## config.mk

```make
export PLATFORM = sky130hd
export DESIGN_NAME = antilog
export DESIGN_NICKNAME = d
export VERILOG_FILES = /design/src/rtl/antilog_pkg.sv /design/src/rtl/antilog_shl46.sv /design/src/rtl/antilog.sv
export SDC_FILE = /design/constraint.sdc
export NUM_CORES = 1
export LEC_CHECK = 0
export CORE_MARGIN = 3
export CORE_UTILIZATION = 30
export DETAILED_ROUTE_END_ITERATION = 8
export PLACE_DENSITY = 0.6
export SETUP_SLACK_MARGIN = 0.02
export SYNTH_ARGS = -nofsm -noshare
export SYNTH_HDL_FRONTEND = slang
export SYNTH_HIERARCHICAL = 1
export SYNTH_SLANG_ARGS = --single-unit
```

## constraint.sdc

```tcl
create_clock -name clk -period 3.4 [get_ports clk]
set_input_delay 0.68 -clock clk [delete_from_list [all_inputs] [get_ports clk]]
set_output_delay 0.68 -clock clk [all_outputs]
set_load 0.02 [all_outputs]
```

## src/rtl/antilog_pkg.sv

```systemverilog
// antilog_pkg: shared widths, saturation constant and FSM state type for the antilog block
package antilog_pkg;
    localparam int LOG_W  = 16;
    localparam int LIN_W  = 46;
    localparam int FRAC_W = 9;
    localparam int K_W    = LOG_W - FRAC_W;
    localparam int K_MAX  = 44;
    localparam logic [LIN_W-1:0] SAT_VAL = 46'h1FFF_FFFF_FFFF;
    typedef enum logic {IDLE, CALC} state_t;
endpackage

```

## src/rtl/antilog_shl46.sv

```systemverilog
// antilog_shl46: barrel shifter placing the 1.f mantissa at binary point k (left for k>=9, truncating right otherwise)
module antilog_shl46
    import antilog_pkg::*;
(
    input  logic [FRAC_W:0]  m_i,
    input  logic [K_W-1:0]   k_i,
    output logic [LIN_W-1:0] sh_o
);
    logic [LIN_W-1:0] ext;
    assign ext = {{(LIN_W-FRAC_W-1){1'b0}}, m_i};
    // k equal to the fraction width is the identity point of the mantissa
    always_comb sh_o = (k_i >= K_W'(FRAC_W)) ? ext << (k_i - K_W'(FRAC_W)) : ext >> (K_W'(FRAC_W) - k_i);
endmodule

```

## src/rtl/antilog.sv

```systemverilog
// antilog: two-cycle log2-to-linear converter with zero marker and saturation above 2^44
module antilog
    import antilog_pkg::*;
(
    input  logic             clk,
    input  logic             reset,
    input  logic             en,
    input  logic [LOG_W-1:0] in,
    input  logic             zero,
    output logic [LIN_W-1:0] out,
    output logic             overf,
    output logic             done,
    output logic             busy
);
    state_t           state_q;
    logic [LOG_W-1:0] in_q;
    logic             zero_q;
    logic [LIN_W-1:0] out_q, out_d, sh;
    logic             overf_q, overf_d, done_q;
    logic [K_W-1:0]   k;
    assign k = in_q[LOG_W-1:FRAC_W];
    antilog_shl46 u_shl (
        .m_i  ({1'b1, in_q[FRAC_W-1:0]}),
        .k_i  (k),
        .sh_o (sh)
    );
    // zero marker dominates saturation, which dominates the shifted mantissa
    always_comb begin
        overf_d = !zero_q && (k > K_W'(K_MAX));
        out_d   = zero_q ? '0 : (overf_d ? SAT_VAL : sh);
    end
    // control FSM: capture in IDLE, load result and pulse done in CALC
    always_ff @(posedge clk) begin
        if (!reset) begin
            state_q <= IDLE;
            in_q    <= '0;
            zero_q  <= 1'b0;
            out_q   <= '0;
            overf_q <= 1'b0;
            done_q  <= 1'b0;
        end else if (state_q == IDLE) begin
            done_q <= 1'b0;
            if (en) begin
                in_q    <= in;
                zero_q  <= zero;
                state_q <= CALC;
            end
        end else begin
            out_q   <= out_d;
            overf_q <= overf_d;
            done_q  <= 1'b1;
            state_q <= IDLE;
        end
    end
    assign out   = out_q;
    assign overf = overf_q;
    assign done  = done_q;
    assign busy  = (state_q == CALC);
endmodule

```

Word level (Yosys, flattened, before mapping)
Cells that the tools add are included.
{ "op_classes": {"n_addsub": 2, "magnitude_cmp": 2, "shifts": 2, "muxes": 5, "bitwise": 2, "reduce_logical": 4} }
{ "op_table": {"columns": ["operator", "n"], "rows": [
  ["2-to-1 mux 46 bit", 3],
  ["<< shifter 10 x 7 -> 46 bit", 1],
  ["right shift 10 x 7 -> 46 bit", 1],
  ["greater-or-equal comparator 7 x 4 -> 1 bit (second input constant)", 1],
  ["> comparator 7 x 6 -> 1 bit (second input constant)", 1],
  ["subtractor 4 x 7 -> 7 bit (first input constant)", 1],
  ["subtractor 7 x 4 -> 7 bit (second input constant)", 1],
  ["2-to-1 mux 1 bit", 2],
  ["inverter 1 bit", 2],
  ["AND reduction 2 bit", 1],
  ["OR reduction 2 bit", 1],
  ["logical AND 1 bit", 1],
  ["zero test 1 bit", 1]
]} }
{ "word_totals": {"reg_bits": 66, "input_bits": 20, "output_inout_bits": 49} }

Depth between registers and ports, before layout
Gate-level depths: netlist of the first run.
{ "depth": {"depth_word": 5, "mapped_depth": 14} }

Hierarchy
Netlist of the first run, hierarchy kept.
{ "by_module_without_submodules": {"columns": ["module", "instances", "cells_per_inst", "area_per_inst_um2", "seq_area_each_um2"], "rows": [
  ["antilog", 1, 297, 2648.8, 1321.3],
  ["antilog_shl46", 1, 224, 1564.0, 0.0]
]} }

Worst setup path after synthesis of the first run
Ideal clock, no wire load.
{ "synth_timing": {"path_type": "reg2reg", "from": "reg in_q[9]", "to": "reg out_q[45] (netlist: out[45])", "t_arrival_ns": 2.728, "required_time_ns": 3.299, "path_slack_ns": 0.571, "stages_incl_launch_ff": 14, "n_path_buf": 5, "synth_period_minus_slack_ns": 2.829, "cell_sequence": "dfxtp_1 buf_6 buf_4 buf_2 inv_1 ha_1 buf_2 buf_1 mux2_2 nor3_1 a21oi_1 nor2_1 inv_1 o41ai_1"} }
{ "synth_via": {"elab_chain_cells": 5, "word_cells_on_any_way": 10, "cone_classes": "2 x add/sub; 2 x order compare; 2 x shift; 3 x mux; 1 x reduce/logical"} }
{ "synth_rtl": {"columns": ["item", "line", "rtl"], "rows": [
  ["start: declaration", "antilog.sv:16", "logic [LOG_W-1:0] in_q;"],
  ["start signal: assignment", "antilog.sv:44", "in_q <= in;"],
  ["subtractor 4 x 7 -> 7 bit or subtractor 7 x 4 -> 7 bit (tied branches)", "antilog_shl46.sv:12", "always_comb sh_o = (k_i >= K_W'(FRAC_W)) ? ext << (k_i - K_W'(FRAC_W)) : ext >> (K_W'(FRAC_W) - k_i);"],
  ["right shift 10 x 7 -> 46 bit or << shifter 10 x 7 -> 46 bit (tied branches)", "antilog_shl46.sv:12", null],
  ["2-to-1 mux 46 bit (*)", "antilog_shl46.sv:12", null],
  ["named net sh[45]", "antilog.sv:18", "logic [LIN_W-1:0] out_q, out_d, sh;"],
  ["2-to-1 mux 46 bit (*) (2 in series)", "antilog.sv:30", "out_d = zero_q ? '0 : (overf_d ? SAT_VAL : sh);"],
  ["end signal: assignment", "antilog.sv:49", "out_q <= out_d;"],
  ["end: declaration", "antilog.sv:18", null]
]} }
The timed path passes the listed nets; every way through them passes the cells marked *.
A chain may end at the register's enable or synchronous reset.

Worst setup path in the final report of the first run
{ "layout_timing": {"from": "reg in_q[10]", "to": "reg out_q[9] (netlist: out[9])"} }
Same word-level chain as after synthesis.

==> qor.yml, run 1 <==
run_status:
  status: "completed"
critical_path:
  r2r-start: "in_q[10]"
  cp.arrival_ps: 3240
  endpoint_kind: "flip-flop"
  criticalPathCategory: "reg -> reg"
  crit_fanout: 12
  start_kind: "flip-flop"
  required_ps: 3600
  crit_path_start: "in_q[10]"
global_route:
  grt.total_usage_pct: 16.65
  grt_pass1_vias: 3842
  grt_max_degree: 65
  gr-total-overflow: 0
  grt_pass1_wl_mm: 21.00
  antenna_found_initial: 0
floorplan:
  fp.dieW_um: 124.5
  dieHeight_um: 124.5
  fp-row-count: 42
  io_pins: 69
  die_area_um2: 15500
  core_area_um2: 13510
  initial_core_util_pct: 31.19
sta:
  clock.fmax_ghz: 0.3293
  setup-tns-final_ps: 0
  slew_violations: 0
  setup_viol: 0
  period_share_pct: 89.33
  final_hold_viol_count: 0
  slew_headroom_pct: 51.70
  finClkSkew_ps: 6.097
  grt_setup_unrepaired: "no"
  hold_ws_ps: 465.6
  min_period_ps: 3037
  worstMarginPinSlew_ps: 724.5
clocking:
  clk_pin_slew_ps: 50
  cts-resized-gates: 0
  numCtsBuffers: 9
  post-cts-setup-buffer-count: 0
  ctsHoldBuffers: 0
  insertion_delay_ps: 340
  cts_tree: "done"
  clkSinkCount: 66
  h-tree-depth: 3
  root_buffer: "clkbuf_16"
  cts.path.max_buffers: 2
power_and_ir_drop:
  peakVddDrop_mv: 0.2677
  comb_power_share_pct: 21.3
  leakagePower_nw: 1.894
  power.net_switching_mw: 0.6587
  clkPwrFrac_pct: 41.1
  internal-power_mw: 1.581
  cellPowerDensity_nw_per_um2: 420.4
  netSwitchingFraction_pct: 29.41
  seqPwrFrac_pct: 37.6
detailed_routing:
  dr.pass1.iters: 5
  finalWirelength_mm: 12.78
  wl_per_cell_um: 16.91
  routedLengthMet1_mm: 6.134
  drtIter0Drc: 377
  vias: 3996
  ant_nets: 0
  via_per_inst: 5.286
  drc: 0
  wl_met3_um: 787
  wl_met2_mm: 5.580
  top_layer: "met4"
place:
  hpwlAfterDp_mm: 9.009
  postPlaceCellArea_um2: 5041
  globalplace.congestion: 0.9044
  portBuffers: 68
job:
  drv_cap: 0
logic_synthesis:
  yosys.area.top_type_share_pct: 31.36
  async_reset_ff_share_pct: 0
  synth_top_family_by_area: "compound AO/OA/AOI/OAI gates"
  syn_avg_cell_area_um2: 8.086
  synth-adder-area-share_pct: 0.8910
  synth_seq_cells: 66
  synth.largest_area_cell: "dfxtp_1"
  ys.flop_type: "dfxtp_1"
  ys_seq_area_share_pct: 31.36
  synth_area_um2: 4213
  yosys_warnings: 6
  synth_compound_area_share_pct: 26.37
  synthTopCellsByArea: "dfxtp_1 31%, a21oi_1 9.1%, o21ai_2 8.1%"
  netlist_instances: 521
  synth-xor-area-share_pct: 1.040
  synth.distinct_cells: 55
  synth_mux_area_share_pct: 11.26
  synth-simple-area-share_pct: 22.54
  synth_edf_count: 0
hold_path:
  worstHoldStart: "overf"
  min_path_type: "reg -> reg"
cells_and_area:
  num_antenna_cells: 0
  areaGrowthSynthToFinish_pct: 26.49
  drive_gt1_share_pct: 16.72
  nets: 599
  design_area_um2: 5329
==> state kept, by name (all words and copies together) (netlist names) <==
name	cells
zero_q	1
busy	1
out	46
overf	1
in_q	16
done	1
==> logic make-up after synthesis <==
group           Yosys count
other cells               1
flops                    66
compound gates          172
xor+xnor                  5
simple gates            185
mux                      35
buf+inv                  54
fa+ha+maj                 3
==> placed cells by master (no fill, tap or decap), types with 7 or more instances in the layout <==
| master | instances |
|---|---|
| a21oi_1 | 77 |
| clkdlybuf4s50_1 | 68 |
| dfxtp_1 | 66 |
| nand2_1 | 54 |
| nor2b_1 | 52 |
| o21ai_2 | 39 |
| nor2_1 | 36 |
| o22ai_1 | 23 |
| mux2i_1 | 17 |
| buf_4 | 16 |
| clkbuf_16 | 9 |
| mux4_2 | 9 |
| mux2_2 | 9 |
| nand2b_1 | 8 |
| nor3_1 | 8 |
| inv_1 | 7 |
==> metrics by stage <==
step / utilization [%] / cells / power (mW) / setup WS (ps)
5_1_grt: 39.46 / 756 / 2.344 / 141.8
4_1_cts: 39.46 / 756 / 2.263 / 403.2
6_report: 39.46 / 756 / 2.240 / 362.9
3_5_place_dp: 37.33 / 741 / 1.329 / 410.0
3_3_place_gp: 37.33 / 741 / 1.328 / 488.6
2_1_floorplan: - / 526 / 1.170 / 570.8
==> power by group through the flow <==
stage	clock [mW]	sequential [mW]	combinational [mW]
after floorplan	0	0.858	0.312
after global placement	0	0.856	0.472
after detailed placement	0	0.858	0.471
after CTS	0.949	0.841	0.474
after global routing	0.977	0.847	0.520
final	0.921	0.842	0.477
==> worst paths after layout <==
path / end / slack [ps] / cells after the start
hold / removal: overf / 470 / 2
hold reg to reg: overf / 470 / 2
setup reg to reg: out[9] / 360 / 9
setup / recovery: out[9] / 360 / 9
==> synth_stat cells (all sizes together) (3+ instances only) <==
cell,n
buf,25
nand2,55
nand2b,8
and3,3
ha,3
or2,3
mux2,9
o22ai,23
nor2,36
nor2b,53
a31oi,4
inv,8
a21oi,77
nand3,3
or3,5
dfxtp,66
xnor2,4
or4,3
o2bb2ai,4
clkbuf,21
mux4,9
mux2i,17
o21ai,48
nor3,9
==> worst max-delay path, stage by stage, from the launching register on <==
cell     delay (ps)
dfxtp_1         600
inv_1           260
ha_1            530
buf_4           250
mux4_2          270
nor2_1           50
nor2_1          400
o32ai_1         250
a21oi_1         210
o21ai_2          60
==> cell type report <==
class	count	area [µm²]
clock buffer	13	250.2
clock inverter	2	37.54
fill	1391	8177
inverter	8	30.03
multi-input combinational	406	2649
sequential	66	1321
tap	176	220.2
timing repair buffer	85	820.8
==> routing by layer <==
| layer | up-vias | global-route usage (%) |
|---|---|---|
| met5 | - | 0 |
| met2 | 145 | 24.33 |
| met4 | 0 | 6.576 |
| met1 | 1874 | 23.36 |
| met3 | 18 | 4.288 |
| li1 | 1959 | - |
(Power assumes the default switching activity.)
==> run 2, diff against run 1 <==
PLACE_DENSITY = 0.55   (was 0.6)
clock period = 3 ns   (was 3.4 ns; I/O delays follow)
==> qor.yml, run 2 (synthesis gave the netlist of run 1 again) <==
run_status:
  status: "completed"
floorplan:
  fp-row-count: 42
  dieHeight_um: 124.5
  fp.dieW_um: 124.5
  core_area_um2: 13510
  io_pins: 69
  die_area_um2: 15500
  initial_core_util_pct: 31.19
critical_path:
  crit_fanout: 9
  cp.arrival_ps: 2850
  endpoint_kind: "flip-flop"
  required_ps: 3190
  crit_path_start: "in_q[9]"
  start_kind: "flip-flop"
  criticalPathCategory: "reg -> reg"
  r2r-start: "in_q[9]"
place:
  hpwlAfterDp_mm: 8.976
  globalplace.congestion: 0.8515
  portBuffers: 68
  placed_cells: 743
global_route:
  grt_pass1_wl_mm: 20.25
  antenna_found_initial: 0
  grt_max_degree: 50
  grt.total_usage_pct: 15.81
  gr-total-overflow: 0
  grt_pass1_vias: 3855
detailed_routing:
  finalWirelength_mm: 12.40
  drtIter0Drc: 419
  ant_nets: 0
  via_per_inst: 5.157
  dr.pass1.iters: 5
  wl_per_cell_um: 16.34
  vias: 3914
  drc: 0
sta:
  period_share_pct: 88.46
  clock.fmax_ghz: 0.3768
  setup_viol: 0
  grt_setup_unrepaired: "no"
  min_period_ps: 2654
  final_hold_viol_count: 0
  slew_headroom_pct: 51.90
  finClkSkew_ps: 5.573
  worstMarginPinSlew_ps: 721.5
  slew_violations: 0
  setup-tns-final_ps: 0
cells_and_area:
  areaGrowthSynthToFinish_pct: 28.22
  drive_gt1_share_pct: 17.67
  layout_commonest_cell: "a21oi_1"
  nets: 601
  final_cell_mix: "77 x a21oi_1, 68 x clkdlybuf4s50_1, 66 x dfxtp_1, 54 x nand2_1, 52 x nor2b_1"
  largest_register_ffs: 46
  num_antenna_cells: 0
  final_cells: 759
hold_path:
  min_path_type: "reg -> reg"
  worstHoldStart: "overf"
clocking:
  root_buffer: "clkbuf_16"
  cts.path.max_buffers: 2
  clkSinkCount: 66
  cts_tree: "done"
  clk_pin_slew_ps: 60
  numCtsBuffers: 9
  insertion_delay_ps: 330
  post-cts-setup-buffer-count: 0
  h-tree-depth: 3
power_and_ir_drop:
  peakVddDrop_mv: 0.2899
  cellPowerDensity_nw_per_um2: 502.3
  leakagePower_nw: 1.936
job:
  drv_cap: 0
-- run 2: cell count changes in the layout (fill, tap and decap cells not counted), sizes merged --
cell      change
buf           +2
bufinv        +2
clkbuf        -3
clkinv        +2
clkinvlp      -1
inv           +1
-- run 2: stage by stage --
stage | hold slack [ps] | utilization, % | power (mW) | setup WS [ps] | area, µm²
4_1_cts | 462.3 | 39.97 | 2.731 | 242.1 | 5398
3_3_place_gp | 453.4 | 37.44 | 1.509 | 392.4 | 5056
6_report | 457.8 | 39.99 | 2.713 | 346.3 | 5401
5_1_grt | 490.7 | 39.99 | 2.834 | 87.08 | 5401
3_5_place_dp | 456.2 | 37.44 | 1.508 | 266.2 | 5056
2_1_floorplan | 446.2 | - | 1.327 | 170.8 | 4232
-- run 2: power by group --
part / switching, mW / internal [mW] / total [mW]
clock: 0.404 / 0.815 / 1.22
combinational: 0.325 / 0.224 / 0.549
sequential: 0.0365 / 0.909 / 0.945
total: 0.766 / 1.95 / 2.71
-- run 2: final timing paths --
kind / end / slack [ps] / cells after the start
min: overf / 460 / 2
max reg2reg: out[26] / 350 / 9
max: out[26] / 350 / 9
min reg2reg: overf / 460 / 2
-- run 2: per-layer routing --
metal / vias to the layer above / GRT usage [%] / part of all wire [%]
met2: 99 / 24.59 / 46
met1: 1835 / 21.86 / 47
li1: 1967 / - / -
met3: 13 / 3.345 / 5.4
met4: 0 / 5.158 / 1.5
met5: - / 0 / 0
-- run 2: area by class of cell --
type	count	area, µm²
clock inverters	6	112.6
flip-flops and latches	66	1321
inverters	8	30.03
well taps	176	220.2
clock buffers	10	229.0
repair buffers	87	835.8
fillers	1351	8104
multi-input cells	406	2653
-- run 2: repair_timing --
action	CTS	global route
gates resized for setup	0	1
hold buffers	0	0
setup endpoints to repair	0	2
-- run 2: critical path, stage by stage (launching register included) --
cell and delay (ps):
dfxtp_1 330, inv_1 90, ha_1 540, buf_4 240
mux2i_1 490, a211oi_1 150, a31oi_1 350, nor2_1 90
a21oi_1 170, o21ai_2 60
